--- config.mk ---
export PLATFORM = sky130hd
export DESIGN_NAME = router_dst_port
export DESIGN_NICKNAME = d
export VERILOG_FILES = /design/src/rtl/router_dst_port.sv
export SDC_FILE = /design/constraint.sdc
export NUM_CORES = 1
export LEC_CHECK = 0
export BUFFER_PORTS_ARGS = -buffer_cell sky130_fd_sc_hd__buf_2
export CAP_MARGIN = 30
export CORE_MARGIN = 4
export CORE_UTILIZATION = 45
export CTS_CLUSTER_DIAMETER = 120
export DETAILED_ROUTE_END_ITERATION = 10
export GPL_TIMING_DRIVEN = 0
export PLACE_DENSITY = 0.7
export SETUP_SLACK_MARGIN = 0.15
export SYNTH_ARGS = -nofsm -noshare
export SYNTH_HDL_FRONTEND = slang
export SYNTH_SLANG_ARGS = --single-unit
--- constraint.sdc ---
create_clock -name clock -period 2.3 [get_ports clock]
set_clock_uncertainty 0.15 [all_clocks]
set_input_delay 0.23 -clock clock [delete_from_list [all_inputs] [get_ports clock]]
set_output_delay 0.23 -clock clock [all_outputs]
set_load 0.005 [all_outputs]
--- src/rtl/router_dst_port.sv ---
// Destination output port of the 1xN router: header-tagged word FIFO with packet-end tracking.
// Latency: write visible on valid_out one edge later; read data registered, one cycle after read_enb.
// Backpressure: writes dropped while full; with ROUTER_DST_TIMEOUT_EN, TIMEOUT idle-valid cycles flush the FIFO.
//
// ROUTER_DST_TIMEOUT_EN: when defined, compiles in the unread-data timeout counter and
// the soft_reset flush. When undefined, soft_reset is tied low and data is held until read.
module router_dst_port #(
    parameter int WIDTH   = 8,
    parameter int DEPTH   = 16,
    parameter int LEN_LSB = 2,
    parameter int TIMEOUT = 30
) (
    input  logic             clock,
    input  logic             resetn,
    input  logic [WIDTH-1:0] data_in,
    input  logic             write_enb,
    input  logic             lfd_state,
    output logic             full,
    output logic             empty,
    output logic [WIDTH-1:0] data_out,
    output logic             eop,
    input  logic             read_enb,
    output logic             valid_out,
    output logic             soft_reset
);

    // Address bits plus one wrap bit so full and empty can be told apart.
    localparam int AW = $clog2(DEPTH);
    // One bit wider than the header length field so length+1 never overflows.
    localparam int CW = WIDTH - LEN_LSB + 1;

    if (DEPTH < 4 || (DEPTH & (DEPTH - 1)) != 0) begin : g_bad_depth
        $error("router_dst_port: DEPTH must be a power of two and at least 4");
    end

    if (LEN_LSB < 1 || LEN_LSB >= WIDTH) begin : g_bad_len_lsb
        $error("router_dst_port: LEN_LSB must lie inside the data word");
    end

    // Storage: bit WIDTH marks a header word, bits WIDTH-1:0 carry the data.
    logic [WIDTH:0]   mem_q [DEPTH];

    logic [AW:0]      wr_ptr_q, wr_ptr_d;
    logic [AW:0]      rd_ptr_q, rd_ptr_d;
    logic [CW-1:0]    pkt_cnt_q, pkt_cnt_d;
    logic [WIDTH-1:0] data_out_q, data_out_d;
    logic             eop_q, eop_d;

    logic             wr_fire;
    logic             rd_fire;
    logic             flush;
    logic [WIDTH:0]   rd_word;
    logic [CW-1:0]    hdr_len;

    // Status comes from registered pointers only, so no input reaches these outputs.
    assign empty     = (wr_ptr_q == rd_ptr_q);
    assign full      = (wr_ptr_q[AW] != rd_ptr_q[AW]) &&
                       (wr_ptr_q[AW-1:0] == rd_ptr_q[AW-1:0]);
    assign valid_out = !empty;

    // Full is judged on the current occupancy, so a read in the same cycle cannot make room.
    // A flush wins over a write presented on the same edge.
    assign wr_fire = write_enb && !full && !flush;
    assign rd_fire = read_enb && !empty;

    assign rd_word = mem_q[rd_ptr_q[AW-1:0]];
    // Header length field widened by one bit; the stored count covers payload plus parity.
    assign hdr_len = {1'b0, rd_word[WIDTH-1:LEN_LSB]};

    assign data_out = data_out_q;
    assign eop      = eop_q;

`ifdef ROUTER_DST_TIMEOUT_EN
    localparam int TW = $clog2(TIMEOUT + 1);

    if (TIMEOUT < 2) begin : g_bad_timeout
        $error("router_dst_port: TIMEOUT must be at least 2");
    end

    logic [TW-1:0] to_cnt_q, to_cnt_d;
    logic          soft_reset_q, soft_reset_d;
    logic          idle_valid;

    // A cycle counts toward the timeout when data is waiting and the destination is not reading.
    assign idle_valid = valid_out && !read_enb;
    // Fire on the edge that closes the TIMEOUT-th consecutive idle-valid cycle.
    assign flush      = idle_valid && (to_cnt_q == TW'(TIMEOUT - 1));
    assign soft_reset = soft_reset_q;

    // Timeout counter next state: count idle-valid run, restart on any break or on flush.
    always_comb begin
        to_cnt_d     = '0;
        soft_reset_d = flush;
        if (idle_valid && !flush) begin
            to_cnt_d = to_cnt_q + TW'(1);
        end
    end

    // Timeout counter and one-cycle soft_reset pulse registers.
    always_ff @(posedge clock) begin
        if (!resetn) begin
            to_cnt_q     <= '0;
            soft_reset_q <= 1'b0;
        end else begin
            to_cnt_q     <= to_cnt_d;
            soft_reset_q <= soft_reset_d;
        end
    end
`else
    assign flush      = 1'b0;
    assign soft_reset = 1'b0;
`endif

    // FIFO storage write; contents are deliberately left untouched by reset.
    always_ff @(posedge clock) begin
        if (resetn && wr_fire) begin
            mem_q[wr_ptr_q[AW-1:0]] <= {lfd_state, data_in};
        end
    end

    // Next-state for pointers, packet counter and registered read outputs.
    always_comb begin
        wr_ptr_d   = wr_ptr_q;
        rd_ptr_d   = rd_ptr_q;
        pkt_cnt_d  = pkt_cnt_q;
        data_out_d = data_out_q;
        eop_d      = eop_q;

        if (wr_fire) begin
            wr_ptr_d = wr_ptr_q + (AW + 1)'(1);
        end

        if (rd_fire) begin
            rd_ptr_d   = rd_ptr_q + (AW + 1)'(1);
            data_out_d = rd_word[WIDTH-1:0];
            if (rd_word[WIDTH]) begin
                // New packet: expect payload words followed by one parity word.
                pkt_cnt_d = hdr_len + CW'(1);
                eop_d     = 1'b0;
            end else begin
                // The word that brings the count from 1 to 0 is the packet's last.
                // An orphan word (count already 0) passes through without eop.
                eop_d = (pkt_cnt_q == CW'(1));
                if (pkt_cnt_q != '0) begin
                    pkt_cnt_d = pkt_cnt_q - CW'(1);
                end
            end
        end

        // Timeout flush discards everything buffered and clears the read side.
        if (flush) begin
            wr_ptr_d   = '0;
            rd_ptr_d   = '0;
            pkt_cnt_d  = '0;
            data_out_d = '0;
            eop_d      = 1'b0;
        end
    end

    // Pointer, packet counter and output registers with synchronous active-low reset.
    always_ff @(posedge clock) begin
        if (!resetn) begin
            wr_ptr_q   <= '0;
            rd_ptr_q   <= '0;
            pkt_cnt_q  <= '0;
            data_out_q <= '0;
            eop_q      <= 1'b0;
        end else begin
            wr_ptr_q   <= wr_ptr_d;
            rd_ptr_q   <= rd_ptr_d;
            pkt_cnt_q  <= pkt_cnt_d;
            data_out_q <= data_out_d;
            eop_q      <= eop_d;
        end
    end

endmodule

==> summary by stage <==
Outcome
The run finished, with violations left. The checks that failed: negative setup slack.

Setup path
The kind of launch point of the worst setup path is a register. The count of buffering cells on the critical path with inverters included is 2. For the worst setup path, the data required time is 2.51 ns. For this design, the slowest cell found on the critical path is mux4_2. The worst setup path category is reg -> reg.

The depth of the worst register-to-register path is 8. The critical path's top delay family is multiplexers. On the worst path, the slowest cell contributes a delay of 0.56 ns.

The nature of the critical path endpoint is a register. The flop-to-flop setup slack is -0.17 ns. For the worst setup path, the data arrival time is 2.68 ns. The largest driver fanout on the critical path is 5. In this run the critical register-to-register path is captured at pkt_cnt_q[5].

The logic depth of the worst path, buffers included is 8. The endpoint of the most critical setup path is pkt_cnt_q[5]. Traced cell by cell, the critical path runs through buf_12 > buf_6 > mux4_2 > mux4_2 > nand2b_4 > o21ai_0 > a31oi_1 > a31oi_1.

GRT
The pin count of the biggest net entering global routing is 17. The global routing met3 resource utilization is 4.576%. The met2 demand-to-capacity share in global routing is 31.86%. The first global-routing pass estimated 25.06 mm of wire. In this run the most used layer during global routing was met2. The number of global-route vias before repair is 4,199. The overall overflow remaining after global route is 0.

The number of antenna violations at the first check in global routing is 0. The met1 usage in global routing is 25.11%. The overall routing resource usage is 19.05%.

Routing
The detailed-router iteration count before antenna repair is 5. The iteration-0 DRC count of the detailed router is 390. The via density per instance is 5.622. The routed layout has 4,104 vias. The final antenna-violating net count is 0.

The average wire length per cell after detail routing is 22.66 um. After detailed routing, the number of remaining DRC violations is 0. Wires add up to 16.54 mm.

Cells and area
Measured on the finished design, the core utilization comes to 58.28%. The proportion of layout cells with a drive suffix above 1 is 40.66%. At the end of the flow, the number of nets in the layout was 529. Leaving out fill and tap cells, the most frequent cell in the layout is edfxtp_1. Compared with the post-synthesis result, the final layout area differs by 25.42%. The antenna diode instance count is 0. The final design instance area without fill is 8959 um^2. The filler cell count is 1,152. The library cells used most frequently in the layout, excluding fill and tap cells, are edfxtp_1 (144), mux4_2 (34), nand2_1 (30).

Synth
Of the total synthesized cell area, the portion taken by XOR and XNOR cells is 2.207%. The post-synthesis simple-gate area fraction is 7.059%. The Yosys warning count is 0. The primary flip-flop cell chosen by synthesis mapping is edfxtp_1.

By area, the combinational part of the netlist is dominated by multiplexers. The fraction of registers with async set/reset is 0%. In the synthesized netlist, the number of instances is 418. The synthesized netlist occupies a cell area of 7143 um^2.

The share of synthesized cell area in full adder, half adder and majority cells is 1.401%. Synthesis instantiated 47 different standard cells from the library. The average footprint of a synthesized cell is 17.09 um^2. The synthesized-area fraction occupied by ao, oa, aoi and oai cells is 4.519%. The number of flops mapped to enable cells by yosys is 144. After synthesis the netlist holds a flip-flop and latch count of 174. Of the post-synthesis cell area, the part taken by muxes is 13.45%. When the netlist entered floorplanning its net count stood at 439. For this run, the register share of the synthesized area comes to 68.94%.

Placed design
At the placement stage, the worst setup path has a slack of -0.4925 ns. The post-DP HPWL is 10.67 mm. The port buffer count is 24. The placed standard-cell area is 7782 um^2. The global placement routability congestion is 0.7654.

Timing
The actual transition at the worst max-transition pin is 0.5697 ns. For the finished layout, the period the worst path requires is 2.472 ns. The final period utilization is 107.5%. The final-report setup violation count is 8. The final count of pins violating max slew is 0. The final worst setup slack is -0.1716 ns.

Setup repair after global routing could not meet its margin everywhere. The relative max-transition margin is 61.74%. The final total negative setup slack is -0.7316 ns. The total count of hold-check failures in the final report was 0. The maximum achievable frequency is 0.4046 GHz.

Clocking
Counting along the longest clock path gives a buffer depth of 2. The clock transition at the register clock pins on the worst setup and hold paths after CTS is 0.07 ns. The clock drives 174 sinks. The clock tree from TritonCTS is done. The CTS buffer count is 17. Clock latency on the worst-skew pair, taken at its later pin, is 0.43 ns. The level count of the clock H-tree is 4. The CTS root buffer is clkbuf_16.

Power and ir drop
In this run the static leakage power is 0.002944 uW. For this design the ratio of total power to cell area is 864.7 nW/um^2. The design draws 7746 uW. Across the VDD grid, the largest voltage drop is 0.001019 V.

Flow run
The count of maximum capacitance violations is 0.

Floorplanning
The floorplan step set the die width to 134.0 um. During I/O placement, the number of pins put on the boundary was 26. The floorplan die height is 134.0 um. The initial utilization of the core area, before any placement, comes to 46.47%.

The core area is 15,370 um^2. The die covers 17,950 um^2. The initialized floorplan defines 45 standard-cell rows.

Min path
The worst hold path belongs to the class in -> reg.
-- worst reg2reg max path, stage by stage, from the launching register on --
cell and delay [ns]:
dfxtp_2 0.34, buf_12 0.11, buf_6 0.10, mux4_2 0.50, mux4_2 0.56, nand2b_4 0.20, o21ai_0 0.24, a31oi_1 0.09
a31oi_1 0.13
-- final cells by class --
| type | instances | area [um^2] | share of cell area [%] |
|---|---|---|---|
| repair buffers | 71 | 659.4 | 7.360 |
| clock buffers | 20 | 436.7 | 4.874 |
| clock inverters | 10 | 66.31 | 0.7402 |
| flip-flops and latches | 174 | 4940 | 55.14 |
| plain buffers | 20 | 183.9 | 2.053 |
| multi-input cells | 218 | 2386 | 26.63 |
| well taps | 211 | 264.0 | 2.947 |
| inverters | 6 | 22.52 | 0.2514 |
-- cells in the mapped netlist, types with 3 or more instances --
cell type | number | area share (%)
clkbuf_1 | 6 | 0.32
dfxtp_1 | 30 | 8.4
a22oi_1 | 8 | 0.84
buf_4 | 4 | 0.42
nor4_1 | 5 | 0.44
nor2_1 | 19 | 1.0
ha_1 | 8 | 1.4
o21ai_1 | 6 | 0.42
mux4_2 | 24 | 7.6
o21a_1 | 3 | 0.32
xnor2_1 | 13 | 1.6
o21ai_0 | 8 | 0.56
a21boi_1 | 12 | 1.3
mux4_1 | 16 | 5.9
nand2_1 | 38 | 2.0
and2_1 | 11 | 0.96
xor2_1 | 5 | 0.61
nand3_1 | 6 | 0.42
nand4_1 | 6 | 0.53
edfxtp_1 | 144 | 61
inv_1 | 5 | 0.26
nor3_1 | 6 | 0.42
-- state kept, by name, indices dropped and copies added, names as in the netlist, named ones only --
name and cells:
data_out 8, eop 1, mem_q 144, pkt_cnt_q 7
rd_ptr_q 5, wr_ptr_q 5
-- power breakdown --
group	internal (uW)	total (uW)	leakage, uW	switching (uW)
clock	1360	2510	0.000238	1150
combinational	862	1680	0.00116	814
sequential	3490	3560	0.00155	66.5
-- stage by stage --
| stage | hold WS [ns] | cells |
|---|---|---|
| after global routing | 0.01916 | 730 |
| after detailed placement | 0.2996 | 669 |
| after CTS | 0.01302 | 726 |
| after global placement | 0.2955 | 653 |
| after floorplan | 0.1789 | 418 |
| final | 0.02095 | 730 |
-- what timing repair did --
item | CTS | global route
setup buffers | 25 | 4
pin swaps | 26 | 12
setup endpoints to repair | 166 | 48
hold buffers | 0 | 0
cloned | 2 | 0
resized for setup | 86 | 17
-- routing by layer --
layer	vias to the layer above	wire, um
li1	1817	-
met1	2102	6793
met2	160	8516
met3	25	881
met4	0	348
met5	-	0
-- worst min-delay path by stage --
stage | start | end | cells after the start
2_1_floorplan | data_in[0] | mem_q[0][0] | 0
3_3_place_gp | data_out[2] | data_out[2] | 2
3_5_place_dp | data_out[2] | data_out[2] | 2
4_1_cts | data_in[5] | mem_q[11][5] | 1
5_1_grt | data_in[5] | mem_q[10][5] | 1
6_report | data_in[5] | mem_q[1][5] | 1
-- cell families after synthesis --
logic type	Yosys count
compound gates	47
xor+xnor	18
fa+ha+maj	8
buf+inv	26
flops	174
mux	40
other cells	1
simple gates	104
Power figures use the tool's default switching activity.
